File: src/rtl/fir_output_conditioner.sv
// Output conditioner behind fir_filter: rounds, scales and saturates y_in to OUT_W bits,
// decimates by DECIM and buffers results in a small FIFO behind a valid/ready interface.
module fir_output_conditioner #(
   parameter int unsigned IN_W       = 32,
   parameter int unsigned OUT_W      = 16,
   parameter int unsigned SHIFT      = 8,
   parameter int unsigned DECIM      = 2,
   parameter int unsigned FIFO_DEPTH = 4
) (
   input  logic                                  clk,
   input  logic                                  reset,
   input  logic signed [IN_W-1:0]                y_in,
   input  logic                                  in_valid,
   output logic signed [OUT_W-1:0]               out_data,
   output logic                                  out_valid,
   input  logic                                  out_ready,
   output logic [$clog2(FIFO_DEPTH+1)-1:0]       level,
   output logic                                  sat_flag,
   output logic                                  overflow
);

   localparam int unsigned EXT_W = IN_W + 1;
   localparam int unsigned PTR_W = (FIFO_DEPTH > 1) ? $clog2(FIFO_DEPTH) : 1;
   localparam int unsigned LVL_W = $clog2(FIFO_DEPTH + 1);
   localparam int unsigned CNT_W = (DECIM > 1) ? $clog2(DECIM) : 1;
   localparam int unsigned HI_W  = EXT_W - OUT_W + 1;

   localparam logic signed [EXT_W-1:0] RND  = EXT_W'(1) << (SHIFT - 1);
   localparam logic [OUT_W-1:0]        MAXV = {1'b0, {(OUT_W-1){1'b1}}};
   localparam logic [OUT_W-1:0]        MINV = {1'b1, {(OUT_W-1){1'b0}}};

   logic signed [EXT_W-1:0] w_ext;
   logic signed [EXT_W-1:0] w_rnd;
   logic signed [EXT_W-1:0] w_shr;
   logic [HI_W-1:0]         w_hi;
   logic                    w_sat;
   logic [OUT_W-1:0]        w_clamp;
   logic                    w_keep;
   logic [CNT_W-1:0]        w_dcnt_nxt;
   logic                    w_full;
   logic                    w_pop;
   logic                    w_push;
   logic                    w_drop;

   logic                    r_s_valid;
   logic [OUT_W-1:0]        r_s_data;
   logic [CNT_W-1:0]        r_dcnt;
   logic                    r_sat;
   logic                    r_overflow;
   logic [PTR_W-1:0]        r_wr_ptr;
   logic [PTR_W-1:0]        r_rd_ptr;
   logic [LVL_W-1:0]        r_level;
   logic [OUT_W-1:0]        r_mem [FIFO_DEPTH];

   // Round half-up, arithmetic shift, then clamp if the discarded high bits are not pure sign.
   assign w_ext   = {y_in[IN_W-1], y_in};
   assign w_rnd   = w_ext + RND;
   assign w_shr   = w_rnd >>> SHIFT;
   assign w_hi    = w_shr[EXT_W-1:OUT_W-1];
   assign w_sat   = !((&w_hi) || (~|w_hi));
   assign w_clamp = w_sat ? (w_shr[EXT_W-1] ? MINV : MAXV) : w_shr[OUT_W-1:0];

   assign w_keep     = (r_dcnt == '0);
   assign w_dcnt_nxt = (r_dcnt == CNT_W'(DECIM - 1)) ? '0 : CNT_W'(r_dcnt + 1'b1);

   assign w_full = (r_level == LVL_W'(FIFO_DEPTH));
   assign w_pop  = out_valid & out_ready;
   assign w_push = r_s_valid & (!w_full | w_pop);
   assign w_drop = r_s_valid & w_full & !w_pop;

   // Conditioning stage and decimation counter
   always_ff @(posedge clk) begin
      if (reset) begin
         r_s_valid <= 1'b0;
         r_s_data  <= '0;
         r_dcnt    <= '0;
         r_sat     <= 1'b0;
      end else if (in_valid) begin
         r_s_valid <= w_keep;
         r_s_data  <= w_clamp;
         r_dcnt    <= w_dcnt_nxt;
         if (w_sat) r_sat <= 1'b1;
      end else begin
         r_s_valid <= 1'b0;
      end
   end

   always_ff @(posedge clk) begin
      if (!reset && w_push) r_mem[r_wr_ptr] <= r_s_data;
   end

   // FIFO pointers, occupancy and sticky drop flag
   always_ff @(posedge clk) begin
      if (reset) begin
         r_wr_ptr   <= '0;
         r_rd_ptr   <= '0;
         r_level    <= '0;
         r_overflow <= 1'b0;
      end else begin
         if (w_push) r_wr_ptr <= PTR_W'(r_wr_ptr + 1'b1);
         if (w_pop)  r_rd_ptr <= PTR_W'(r_rd_ptr + 1'b1);
         if (w_push && !w_pop)      r_level <= LVL_W'(r_level + 1'b1);
         else if (w_pop && !w_push) r_level <= LVL_W'(r_level - 1'b1);
         if (w_drop) r_overflow <= 1'b1;
      end
   end

   assign out_valid = (r_level != '0);
   assign out_data  = out_valid ? r_mem[r_rd_ptr] : '0;
   assign level     = r_level;
   assign sat_flag  = r_sat;
   assign overflow  = r_overflow;

endmodule

File: config.mk
export PLATFORM = sky130hd
export DESIGN_NAME = fir_output_conditioner
export DESIGN_NICKNAME = d
export VERILOG_FILES = /design/src/rtl/fir_output_conditioner.sv
export SDC_FILE = /design/constraint.sdc
export NUM_CORES = 1
export LEC_CHECK = 0
export ABC_AREA = 0
export CAP_MARGIN = 20
export CORE_MARGIN = 2
export CORE_UTILIZATION = 40
export DETAILED_ROUTE_END_ITERATION = 10
export HOLD_SLACK_MARGIN = 0.08
export REMOVE_ABC_BUFFERS = 1
export SYNTH_ARGS = -nofsm -noshare
export SYNTH_HDL_FRONTEND = slang
export SYNTH_SLANG_ARGS = --single-unit
export TNS_END_PERCENT = 20
File: constraint.sdc
create_clock -name clk -period 5 [get_ports clk]
set_input_delay 1.5 -clock clk [delete_from_list [all_inputs] [get_ports clk]]
set_output_delay 1.5 -clock clk [all_outputs]
set_load 0.05 [all_outputs]
==> results of run 1 <==
-- cells in the mapped netlist (all sizes together), types with 2 or more instances --
master	number
a21oi	22
and2	21
and3	4
and4	2
buf	7
clkbuf	9
dfxtp	29
edfxtp	64
ha	6
inv	6
mux4	16
nand2	16
nand2b	3
nand3	13
nand3b	2
nand4	10
nor2	16
nor3	4
nor4	5
o211a	2
o21ai	20
o22ai	2
or3	5
or4	2
xnor2	9
xor2	14
-- area by class of cell --
class / instances / area [um^2] / share of cell area
clock buffers: 10 / 128 / 0.0248
clock inverters: 6 / 93.8 / 0.0183
inverters: 6 / 22.5 / 0.00438
multi-input cells: 209 / 1690 / 0.328
flip-flops and latches: 93 / 2500 / 0.487
well taps: 136 / 170 / 0.0331
repair buffers: 55 / 538 / 0.105
-- per-layer routing --
metal | GRT usage | vias to the layer above | wire [um]
li1 | - | 1320 | -
met1 | 0.199 | 1273 | 3770
met2 | 0.259 | 72 | 3940
met3 | 0.0303 | 12 | 347
met4 | 0.0614 | 0 | 168
met5 | 0 | - | 0
-- power breakdown --
group          leakage, nW  internal (mW)  switching [mW]
registers            0.829          0.860          0.0397
logic                0.744          0.309           0.471
clock network        0.107          0.286           0.260
-- worst register-to-register path, cell delays in order, from the launching register on --
cell     delay [ns]
dfxtp_1        0.38
or3_1          0.65
nand2_1        0.22
ha_1           0.20
inv_1          0.06
fa_1           0.37
xor2_1         0.15
or3_1          0.30
a21oi_1        0.13
-- flip-flops by register name, summed over array words and instances, names as in the netlist, named ones only --
signal / cells
r_mem: 64
r_s_data: 16
level: 3
r_rd_ptr: 2
r_wr_ptr: 2
overflow: 1
r_dcnt: 1
r_s_valid: 1
sat_flag: 1
-- how the worst min path moves through the flow --
| stage | from | to | slack (ns) | cells after the start |
|---|---|---|---|---|
| after global routing | r_dcnt | r_s_valid | 0.47 | 1 |
| after floorplan | r_dcnt | r_s_valid | 0.41 | 1 |
| final | r_dcnt | r_s_valid | 0.45 | 1 |
| after detailed placement | r_dcnt | r_s_valid | 0.44 | 1 |
| after global placement | r_dcnt | r_s_valid | 0.42 | 1 |
| after CTS | r_dcnt | r_s_valid | 0.45 | 1 |
-- cell usage in the layout (no fill, tap or decap), types with 3 or more instances in the layout --
cell type / instances
edfxtp_1: 64
clkdlybuf4s50_1: 50
dfxtp_1: 29
and2_1: 21
mux4_2: 16
nor2_1: 16
nand2_1: 15
xor2_1: 14
nand3_1: 12
a21oi_1: 12
o21ai_2: 11
a21oi_2: 10
xnor2_1: 9
clkbuf_8: 9
nand4_1: 8
inv_1: 6
ha_1: 6
or3_1: 5
nor4_1: 5
o21ai_0: 5
buf_4: 5
and3_1: 4
nor3_1: 4
o21ai_1: 4
nand2b_1: 3
-- cell families after synthesis --
kind of cell | after synthesis | synth area share
compound gates | 56 | 0.0965
xor+xnor | 23 | 0.0469
fa+ha+maj | 7 | 0.0222
buf+inv | 22 | 0.0245
flops | 93 | 0.583
mux | 17 | 0.0863
simple gates | 106 | 0.141
==> impl_metrics.toml, run 1 <==
[status]
outcome = "finished clean"

[sta]
relSlewSlack = 0.451
setup_viol = 0
fmax_mhz = 239
layout_setup_ws_ns = 0.810
slew_viol_final = 0
skew_ns = 0.0179
fin_tns_setup_ns = 0
min_period_over_period = 0.838
worst_slew_pin_slew_ns = 0.823
final_hold_viol_count = 0
min_period_ns = 4.19
hold_slack_ns = 0.447
rsz0062_at_grt = "no"

[cts]
cts_tree = "done"
cts_made_buffers = 9
root_buffer = "clkbuf_8"
clkTransAtPathRegs_ns = 0.09
ctsHoldBuffers = 0
clk-insertion-delay-late_ns = 0.36
cts_buffer_depth = 2
ctsResizeCount = 0
h-tree-depth = 3
post_cts_buffers = 0
clock-sinks = 93

[synthesis]
synthTopCellsByArea = "edfxtp_1 45%, dfxtp_1 14%, mux4_2 8.4%"
synth_top_area_cell = "edfxtp_1"
ys_types = 52
synth_edf_count = 64
synth-seq-area-share = 0.583
synth_ff_type = "edfxtp_1"
synth_area_mm2 = 0.00429
synth_seq_cells = 93
syn_inst = 324
async_reset_ff_frac = 0
ys_warn_count = 0
syn_area_per_cell_um2 = 13.2
synth_top_area_share = 0.448

[drt]
antenna_left = 0
vias = 2677
wirelength_um = 8220
drt_iter0_drc = 116
first_pass_iters = 4
detail_route.wl_per_cell_um = 16.0
viasPerCell = 5.20
route.detailed.drc = 0

[die]
fp.dieW_um = 108
die_area_mm2 = 0.0116
fp.dieH_um = 108
start_util = 0.414
rows = 37
core_mm2 = 0.0104
pin_count = 58

[critical_path]
critPathBufInv = 1
criticalPathCategory = "primary input to flip-flop"
cp-endpoint = "r_s_data[3]"
crit_chain = "clkdlybuf4s50_1 > nand4_4 > or3_1 > a2111oi_0 > o2111a_1 > o2111ai_1 > o21ai_2 > nand2_2 > o21ai_1"
cp.required_ns = 5.27
path_delay_family = "compound AO/OA/AOI/OAI gates"
crit_slowest_cell = "clkdlybuf4s50_1"
critPathMaxFanout = 14
start_kind = "primary input"
cp.depth = 9
cp-startpoint = "y_in[16]"
cpPeakStageDelay_ns = 0.63
worstReg2RegEnd = "level[2]"
reg2reg_from = "level[0]"
r2r_cells = 8
worst_ep_arrival_time_ns = 4.46
end_kind = "flip-flop"
ff2ff_setup_slack_ns = 2.48

[final_layout]
fillers = 943
nets = 417
final_cells = 515
fin_area_mm2 = 0.00514
final_core_util = 0.496
antenna-diode-count = 0
syn_to_final_growth_pct = 19.7
layout-drive-gt1-share = 0.166

[global_routing]
antenna_found_initial = 0
grt_max_degree = 20
grt_pass1_vias = 2751
grt_pass1_wl_um = 13600
grt_usage = 0.155
grt_overflow = 0

[placement]
dpl.hpwl_um = 5870
place_area_mm2 = 0.00492
numPortBuffers = 50
dpl.cell_count = 499
place_ws_ns = 0.504
gp_congestion = 0.912

[hold_path]
holdCritPathClass = "flip-flop to flip-flop"

[power_and_ir_drop]
p_leak_nw = 1.68
finalPower_mw = 2.23
powerDensity_mw_per_mm2 = 433
vdd_drop_max_uv = 226

[job]
maxCapViolCount = 0
(Power assumes the default switching activity.)
==> run 2, diff against run 1 <==
clock period = 3.8 ns   (was 5 ns; I/O delays follow)
==> run 2 against run 1 <==
Critical endpoint is now out_data[5]; wire length shrank 0.17%; final cell count grew 5.0%; first-iteration DRC count shrank 21%; largest cell class unchanged; sequential cell count is the same.
==> impl_metrics.toml, run 2 (synthesized netlist as in run 1, its figures left out) <==
[status]
outcome = "finished clean"

[sta]
slew_viol_final = 0
relSlewSlack = 0.619
final_hold_viol_count = 0
fin_tns_setup_ns = 0
skew_ns = 0.0117
worst_slew_pin_slew_ns = 0.571
fmax_mhz = 282
min_period_over_period = 0.934
min_period_ns = 3.55
rsz0062_at_grt = "no"
setup_viol = 0
layout_setup_ws_ns = 0.252

[cts]
cts_made_buffers = 9
cts_tree = "done"
clk-insertion-delay-late_ns = 0.35
post_cts_buffers = 0
root_buffer = "clkbuf_8"
ctsHoldBuffers = 0
clkTransAtPathRegs_ns = 0.09
cts_buffer_depth = 2
ctsResizeCount = 0
h-tree-depth = 3
clock-sinks = 93

[drt]
route.detailed.drc = 0
antenna_left = 0
first_pass_iters = 4
drt_iter0_drc = 92
viasPerCell = 5.11
vias = 2767
detail_route.wl_per_cell_um = 15.2
wirelength_um = 8210

[global_routing]
grt_usage = 0.154
grt_pass1_vias = 2743
grt_overflow = 0
grt_max_degree = 20
grt_pass1_wl_um = 13600
antenna_found_initial = 0

[die]
start_util = 0.414
pin_count = 58
fp.dieH_um = 108
core_mm2 = 0.0104
rows = 37
die_area_mm2 = 0.0116
fp.dieW_um = 108

[power_and_ir_drop]
powerDensity_mw_per_mm2 = 560
p_leak_nw = 1.83
vdd_drop_max_uv = 282
finalPower_mw = 3.00

[critical_path]
critPathMaxFanout = 16
crit_chain = "buf_4 > mux4_2 > and2_1 > clkdlybuf4s50_1"
criticalPathCategory = "flip-flop to output port"
cpPeakStageDelay_ns = 0.69
worst_ep_arrival_time_ns = 2.41
crit_slowest_cell = "clkdlybuf4s50_1"
start_kind = "flip-flop"
end_kind = "output port"
cp.required_ns = 2.66

[final_layout]
multi_input_area_mm2 = 0.00169
syn_to_final_growth_pct = 25.0
layout-drive-gt1-share = 0.225
layout_common_cells = "64 x edfxtp_1, 48 x clkdlybuf4s50_1, 32 x buf_4"
largest_reg_flops = 64
antenna-diode-count = 0
final_common_cell = "edfxtp_1"
regMostFlops = "r_mem"
register_area_mm2 = 0.00250
fillers = 940
nets = 443

[placement]
dpl.hpwl_um = 5960
place_ws_ns = 0.0546
gp_congestion = 0.903
numPortBuffers = 50

[hold_path]
holdCritPathClass = "flip-flop to flip-flop"

[job]
maxCapViolCount = 0
run 2: where the power goes:
| part | internal (mW) | total [mW] | switching, mW |
|---|---|---|---|
| Combinational | 0.413 | 1.05 | 0.635 |
| Clock | 0.443 | 0.782 | 0.338 |
| Sequential | 1.13 | 1.17 | 0.0404 |
| Total | 1.99 | 3.00 | 1.01 |
run 2: path summary, 6_finish.rpt:
kind,from,endpoint,slack (ns),cells after the start
worst min register to register,r_dcnt,r_s_valid,0.45,1
worst max register to register,level[0],level[2],1.24,8
worst min-delay path,r_dcnt,r_s_valid,0.45,1
worst max-delay path,flip-flop,out_data[5],0.25,4
run 2: stage by stage:
stage,util,instances,instance area (um^2),hold slack [ns]
finish,0.517,541,5370,0.454
global route,0.517,541,5370,0.491
CTS,0.517,541,5370,0.456
detailed placement,0.494,525,5120,0.453
global placement,0.494,525,5120,0.425
floorplan,-,308,4210,0.412
run 2: final cells by class:
cell class,instances,share of cell area
flip-flops and latches,93,0.466
multi-input cells,209,0.314
repair buffers,81,0.138
well taps,136,0.0317
clock buffers,10,0.0238
clock inverters,6,0.0217
inverters,6,0.00420
run 2: worst max-delay path, delay by kind of cell (launching register included):
family | cells | cell delay (ns)
buffers and inverters | 2 | 1.00
muxes | 1 | 0.56
DFF | 1 | 0.32
and+or+nand+nor | 1 | 0.17
run 2: routing by layer:
layer	routed length (um)	vias up	track usage
met1	3900	1303	0.201
met4	170	0	0.0650
li1	-	1374	-
met3	332	12	0.0291
met2	3800	78	0.250
met5	0	-	0
